File: src/rtl/cmos_pattern_tx_pkg.sv
// Shared types and constants for the CMOS test-pattern transmitter.
// The PRBS variant of mode 3 is enabled with CMOS_PATTERN_TX_PRBS_EN.
package cmos_pkg;

    typedef enum logic [1:0] {
        MODE_BARS  = 2'd0,
        MODE_RAMP  = 2'd1,
        MODE_CONST = 2'd2,
        MODE_CNT   = 2'd3
    } mode_e;

    typedef enum logic [2:0] {
        ST_IDLE   = 3'd0,
        ST_GAP    = 3'd1,
        ST_FRONT  = 3'd2,
        ST_LINE   = 3'd3,
        ST_HBLANK = 3'd4,
        ST_BACK   = 3'd5
    } state_e;

    // Wide enough for every timing parameter (largest default is V_GAP=4000).
    localparam int CNT_W = 16;

    // x^8+x^6+x^5+x^4+1 as Fibonacci taps on bits 7,5,4,3.
    localparam logic [7:0] LFSR_TAPS = 8'hB8;

    // Bar colour table, {R,G,B} flags, bars left to right.
    function automatic logic [2:0] bar_rgb(input logic [2:0] idx);
        case (idx)
            3'd0:    return 3'b111;
            3'd1:    return 3'b110;
            3'd2:    return 3'b011;
            3'd3:    return 3'b010;
            3'd4:    return 3'b101;
            3'd5:    return 3'b100;
            3'd6:    return 3'b001;
            default: return 3'b000;
        endcase
    endfunction

endpackage

File: src/rtl/cmos_pattern_tx_pix.sv
// Combinational pixel generator: Bayer RGGB value for (mode, x, y).
// With CMOS_PATTERN_TX_PRBS_EN, mode 3 passes the LFSR state through.
module cmos_pattern_pix
    import cmos_pkg::*;
#(
    parameter int H_ACTIVE = 1280,
    parameter int X_W      = 11,
    parameter int Y_W      = 10
) (
    input  mode_e            mode,
    input  logic [X_W-1:0]   x,
    input  logic [Y_W-1:0]   y,
    input  logic [7:0]       cval,
`ifdef CMOS_PATTERN_TX_PRBS_EN
    input  logic [7:0]       lfsr,
`endif
    output logic [7:0]       pix
);

    localparam int BAR_W = H_ACTIVE / 8;

    logic [2:0] bar_idx;
    logic [2:0] rgb;
    logic       comp;

    always_comb begin
        bar_idx = 3'(32'(x) / 32'(BAR_W));
        rgb     = bar_rgb(bar_idx);
        // Even row carries R/G, odd row carries G/B.
        case ({y[0], x[0]})
            2'b00:   comp = rgb[2];
            2'b11:   comp = rgb[0];
            default: comp = rgb[1];
        endcase
    end

    always_comb begin
        pix = 8'h00;
        case (mode)
            MODE_BARS:  pix = comp ? 8'hFF : 8'h00;
            MODE_RAMP:  pix = 8'(x);
            MODE_CONST: pix = cval;
`ifdef CMOS_PATTERN_TX_PRBS_EN
            MODE_CNT:   pix = lfsr;
`else
            MODE_CNT:   pix = 8'(x) + 8'(y);
`endif
            default:    pix = 8'h00;
        endcase
    end

endmodule

File: src/rtl/cmos_pattern_tx.sv
// 8-bit parallel CMOS sensor transmitter generating RGGB test frames.
// Optional PRBS mode 3 is selected with CMOS_PATTERN_TX_PRBS_EN.
module cmos_pattern_tx
    import cmos_pkg::*;
#(
    parameter int H_ACTIVE = 1280,
    parameter int V_ACTIVE = 720,
    parameter int H_BLANK  = 370,
    parameter int V_FRONT  = 16,
    parameter int V_BACK   = 16,
    parameter int V_GAP    = 4000
) (
    input  logic        iCLK,
    input  logic        iRST_N,
    input  logic        iSTART,
    input  logic        iEND,
    input  logic [1:0]  iMODE,
    input  logic [7:0]  iCONST,
    output logic [7:0]  oDATA,
    output logic        oFVAL,
    output logic        oLVAL,
    output logic        oBUSY,
    output logic [31:0] oFrame_Cont
);

    localparam int X_W = $clog2(H_ACTIVE);
    localparam int Y_W = $clog2(V_ACTIVE + 1);

    state_e           state_q, state_d;
    logic [CNT_W-1:0] cnt_q, cnt_d;
    logic [Y_W-1:0]   y_q, y_d;
    mode_e            mode_q, mode_d;
    logic [7:0]       const_q, const_d;
    logic [7:0]       data_q, data_d;
    logic             fval_q, fval_d;
    logic             lval_q, lval_d;
    logic             busy_q, busy_d;
    logic [31:0]      frame_cnt_q, frame_cnt_d;
    logic [7:0]       pix;
    logic             start_ok;
    logic             front_entry;
    logic             back_exit;

    assign start_ok    = iSTART && !iEND;
    assign front_entry = (state_q == ST_GAP)  && (cnt_q == CNT_W'(V_GAP - 1));
    assign back_exit   = (state_q == ST_BACK) && (cnt_q == CNT_W'(V_BACK - 1));

`ifdef CMOS_PATTERN_TX_PRBS_EN
    logic [7:0] lfsr_q, lfsr_d;

    always_comb begin
        lfsr_d = lfsr_q;
        if (front_entry)
            lfsr_d = 8'hFF;
        else if (state_q == ST_LINE)
            lfsr_d = {lfsr_q[6:0], ^(lfsr_q & LFSR_TAPS)};
    end

    always_ff @(posedge iCLK or negedge iRST_N) begin
        if (!iRST_N) lfsr_q <= 8'h00;
        else         lfsr_q <= lfsr_d;
    end
`endif

    // State register and frame-scoped latches.
    always_ff @(posedge iCLK or negedge iRST_N) begin
        if (!iRST_N) begin
            state_q     <= ST_IDLE;
            cnt_q       <= '0;
            y_q         <= '0;
            mode_q      <= MODE_BARS;
            const_q     <= 8'h00;
            data_q      <= 8'h00;
            fval_q      <= 1'b0;
            lval_q      <= 1'b0;
            busy_q      <= 1'b0;
            frame_cnt_q <= 32'd0;
        end else begin
            state_q     <= state_d;
            cnt_q       <= cnt_d;
            y_q         <= y_d;
            mode_q      <= mode_d;
            const_q     <= const_d;
            data_q      <= data_d;
            fval_q      <= fval_d;
            lval_q      <= lval_d;
            busy_q      <= busy_d;
            frame_cnt_q <= frame_cnt_d;
        end
    end

    // Next-state logic; cnt_q is the clock count within the current state.
    always_comb begin
        state_d = state_q;
        cnt_d   = cnt_q + 1'b1;
        y_d     = y_q;
        case (state_q)
            ST_IDLE: begin
                cnt_d = '0;
                y_d   = '0;
                if (start_ok) state_d = ST_GAP;
            end
            ST_GAP: begin
                if (front_entry) begin
                    state_d = ST_FRONT;
                    cnt_d   = '0;
                end
            end
            ST_FRONT: begin
                if (cnt_q == CNT_W'(V_FRONT - 1)) begin
                    state_d = ST_LINE;
                    cnt_d   = '0;
                    y_d     = '0;
                end
            end
            ST_LINE: begin
                if (cnt_q == CNT_W'(H_ACTIVE - 1)) begin
                    state_d = ST_HBLANK;
                    cnt_d   = '0;
                    y_d     = y_q + 1'b1;
                end
            end
            ST_HBLANK: begin
                if (cnt_q == CNT_W'(H_BLANK - 1)) begin
                    state_d = (y_q == Y_W'(V_ACTIVE)) ? ST_BACK : ST_LINE;
                    cnt_d   = '0;
                end
            end
            ST_BACK: begin
                if (back_exit) begin
                    state_d = start_ok ? ST_GAP : ST_IDLE;
                    cnt_d   = '0;
                end
            end
            default: begin
                state_d = ST_IDLE;
                cnt_d   = '0;
            end
        endcase
    end

    cmos_pattern_pix #(
        .H_ACTIVE (H_ACTIVE),
        .X_W      (X_W),
        .Y_W      (Y_W)
    ) u_pix (
        .mode (mode_q),
        .x    (cnt_q[X_W-1:0]),
        .y    (y_q),
        .cval (const_q),
`ifdef CMOS_PATTERN_TX_PRBS_EN
        .lfsr (lfsr_q),
`endif
        .pix  (pix)
    );

    // Output logic: registered one clock behind state and counters.
    always_comb begin
        mode_d      = front_entry ? mode_e'(iMODE) : mode_q;
        const_d     = front_entry ? iCONST : const_q;
        fval_d      = (state_q == ST_FRONT) || (state_q == ST_LINE) ||
                      (state_q == ST_HBLANK) || (state_q == ST_BACK);
        lval_d      = (state_q == ST_LINE);
        data_d      = lval_d ? pix : 8'h00;
        busy_d      = (state_q != ST_IDLE);
        frame_cnt_d = back_exit ? frame_cnt_q + 32'd1 : frame_cnt_q;
    end

    assign oDATA       = data_q;
    assign oFVAL       = fval_q;
    assign oLVAL       = lval_q;
    assign oBUSY       = busy_q;
    assign oFrame_Cont = frame_cnt_q;

endmodule

File: config.mk
export PLATFORM = sky130hd
export DESIGN_NAME = cmos_pattern_tx
export DESIGN_NICKNAME = d
export VERILOG_FILES = /design/src/rtl/cmos_pattern_tx_pkg.sv /design/src/rtl/cmos_pattern_tx_pix.sv /design/src/rtl/cmos_pattern_tx.sv
export SDC_FILE = /design/constraint.sdc
export NUM_CORES = 1
export LEC_CHECK = 0
export ABC_CLOCK_PERIOD_IN_PS = 5400
export BUFFER_PORTS_ARGS = -buffer_cell sky130_fd_sc_hd__buf_2
export CAP_MARGIN = 20
export CORE_UTILIZATION = 50
export CTS_CLUSTER_SIZE = 25
export DETAILED_ROUTE_END_ITERATION = 8
export PLACE_DENSITY = 0.76
export SYNTH_ARGS = -nofsm -noshare
export SYNTH_HDL_FRONTEND = slang
export SYNTH_SLANG_ARGS = --single-unit
File: constraint.sdc
create_clock -name iCLK -period 5.4 [get_ports iCLK]
set_input_delay 1.08 -clock iCLK [delete_from_list [all_inputs] [get_ports iCLK]]
set_output_delay 1.08 -clock iCLK [all_outputs]
set_load 0.05 [all_outputs]
==> flow_summary.json <==
{
  "status": "complete, no violations",
  "n_fill_cell": 795,
  "vias_per_cell": 5.886,
  "die_x_um": 99.17,
  "numCtsBuffers": 9,
  "die_h_um": 99.17,
  "fp-row-count": 35,
  "skew_ps": 10.03,
  "path_max_fanout": 20,
  "whs_endpoint": "oFrame_Cont[31]",
  "start_util_pct": 51.33,
  "ys_async_sr_fraction_pct": 100.0,
  "worstSetupEndpointType": "register",
  "synth_compound_area_share_pct": 11.93,
  "area_growth_pct": 11.29,
  "max_slew_margin_pct": 53.00,
  "min_from": "oFrame_Cont[31]",
  "max_freq_ghz": 0.3053,
  "clockRootBuffer": "clkbuf_8",
  "required_ps": 5670,
  "synth_top_family_by_area": "simple AND/OR/NAND/NOR gates",
  "min_period_over_period_pct": 60.65,
  "cts_num_sinks": 82,
  "rsz0062_at_grt": "false",
  "layout-drive-gt1-share_pct": 19.70,
  "yosys.area_share.simple_pct": 22.29,
  "cts_tree": "done",
  "cts_resized": 0,
  "r2r_setup_slack_ps": 2120,
  "yosys.area.top_type": "dfrtp_1",
  "rr_endpoint": "oDATA[2]",
  "synth-xor-area-share_pct": 10.58,
  "grt_pass1_wl_mm": 17.27,
  "nNetsFinal": 564,
  "cp-start-kind": "register",
  "synthAdderAreaFrac_pct": 4.665,
  "slowest_delay_ps": 610,
  "fin_crit_ps": 3275,
  "synth.area.mux_share_pct": 3.896,
  "timing.rr.start": "cnt_q[9]",
  "final_cell_mix": "dfrtp_1, nor2_1, buf_2",
  "ctsHtreeMaxLevel": 3,
  "dr.pass1.iters": 7,
  "synth_seq_cells": 82,
  "drt_iter0_markers": 206,
  "synth_nets": 517,
  "ioPinCount": 57,
  "reg2reg_depth": 9,
  "finalSetupViolCount": 0,
  "maxSlewViolCount": 0,
  "io_buffers": 56,
  "drv_cap": 0,
  "yosysSeqAreaShare_pct": 43.47,
  "avgSynthCellArea_sq_um": 9.714,
  "path_cells": "or2_2 -> ha_1 -> o21bai_1 -> a221oi_2 -> and3_1 -> xnor2_1 -> a311oi_1 -> a21oi_2 -> a211oi_1",
  "crit_buf_inv": 0,
  "cts_setup_buffers": 0,
  "grt_overflow": 0,
  "clkTransAtPathRegs_ps": 100,
  "synth_edf_count": 0,
  "totalWireLength_mm": 10.17,
  "grt_util_all_layers_pct": 22.14,
  "min_path_type": "register to register",
  "synth_warnings": 0,
  "powerDensity_nw_per_um2": 206.7,
  "crit_slowest_cell": "dfrtp_1",
  "fin_cells": 649,
  "final_common_cell": "dfrtp_1",
  "fin_hold_ws_ps": 471.0,
  "fin_util_pct": 57.13,
  "holdPathStages": 1,
  "synth_area_leaders": "dfrtp_1, xnor2_1, nor2_1",
  "n_antenna_cell": 0,
  "ir_worst_vdd_mv": 0.1520,
  "postCtsHoldBufs": 0,
  "critPathKind": "register to register",
  "placeableCoreArea_sq_um": 9196,
  "antenna_found_initial": 0,
  "worstPathArrival_ps": 3540,
  "synth_top_area_share_pct": 43.47,
  "dpl-instance-area_sq_um": 5064,
  "ys_types": 69,
  "fin_setup_tns_ps": 0,
  "route.detailed.drc": 0,
  "die_area_sq_um": 9834,
  "synthesis.area_sq_um": 4721,
  "ant_nets": 0,
  "design_area_sq_um": 5254,
  "vias": 3820,
  "grt_pass1_vias": 3649,
  "place_congestion": 0.9167,
  "dp_cells": 633,
  "grt_max_degree": 58,
  "dp_hpwl_mm": 7.257,
  "hold_violations": 0,
  "tightest_slew_ps": 704.9,
  "synthCells": 486,
  "synthFlopType": "dfrtp_1",
  "crit_family": "compound AO/OA/AOI/OAI gates",
  "leakage_nw": 2.398,
  "detail_route.wl_per_cell_um": 15.67,
  "cts_max_path_buffers": 2,
  "worst_skew_pair.late_latency_ps": 370
}
[per-stage QoR]
stage | setup slack [ps] | power [mW]
6_report | 2125 | 1.086
5_1_grt | 1948 | 1.132
4_1_cts | 2207 | 1.104
3_5_place_dp | 2215 | 0.6615
3_3_place_gp | 2394 | 0.6602
2_1_floorplan | 2705 | 0.6418
[flip-flops by register name, summed over array words and instances (netlist names)]
name and count:
oFrame_Cont 32, oDATA 8, state_q 3, oLVAL 1, oFVAL 1, const_q 8, y_q 10, oBUSY 1
mode_q 2, cnt_q 16
[cell usage after synthesis (3+ instances only)]
library cell,number
mux2i_1,6
xnor2_1,43
o21ai_0,12
nand2_1,41
a31oi_1,6
buf_2,3
nor2b_1,3
nor2_1,55
and3_1,14
mux2_2,11
and4_1,4
or3_1,6
clkbuf_1,14
o21bai_1,3
nand2b_1,5
inv_1,17
buf_1,3
a211o_1,3
ha_1,16
o31ai_1,3
a21oi_1,12
dfrtp_1,82
nand3_1,21
nor4_1,5
nor3_1,7
nand4_1,17
a211oi_1,9
xor2_1,14
[routing by layer]
metal	global-route usage [%]	vias up	wire length (um)
met2	36.20	119	4768
li1	-	1827	-
met3	4.568	21	496
met4	7.692	0	192
met5	0	-	0
met1	29.46	1853	4716
[layout make-up]
| type | instances | area, sq um | share of cell area, % |
|---|---|---|---|
| clock buffers | 9 | 123.9 | 2.358 |
| clock inverters | 7 | 66.31 | 1.262 |
| inverters | 17 | 63.81 | 1.215 |
| multi-input cells | 366 | 2519 | 47.94 |
| flip-flops and latches | 82 | 2052 | 39.06 |
| well taps | 111 | 138.9 | 2.643 |
| repair buffers | 57 | 290.3 | 5.525 |
[worst register-to-register path: cells and delay by family (launching register included)]
family,cells,cell delay (ps)
AO/OA/AOI/OAI,5,1390
XOR/XNOR,1,80
adder cells (fa/ha/maj),1,350
flip-flops,1,610
AND/OR/NAND/NOR,2,740
[worst max-delay path by stage]
stage | start | end | slack, ps | depth (start not counted)
3_3_place_gp | cnt_q[9] | oDATA[5] | 2390 | 9
4_1_cts | cnt_q[9] | oDATA[2] | 2210 | 9
2_1_floorplan | cnt_q[8] | oDATA[7] | 2700 | 10
5_1_grt | cnt_q[9] | oDATA[0] | 1950 | 9
6_report | cnt_q[9] | oDATA[2] | 2120 | 9
3_5_place_dp | cnt_q[9] | oDATA[2] | 2210 | 9
[power by group]
part | switching, mW | internal [mW]
Sequential | 0.00498 | 0.617
Combinational | 0.0166 | 0.00933
Clock | 0.258 | 0.180
Total | 0.280 | 0.806
[cell families after synthesis]
kind of cell / after synthesis
AOI/OAI and AO/OA: 77
xor gates and xnor gates: 57
adders and majority gates: 17
buffers and inverters: 38
DFF: 82
muxes: 17
and+or+nand+nor: 198
Power figures use the tool's default switching activity.
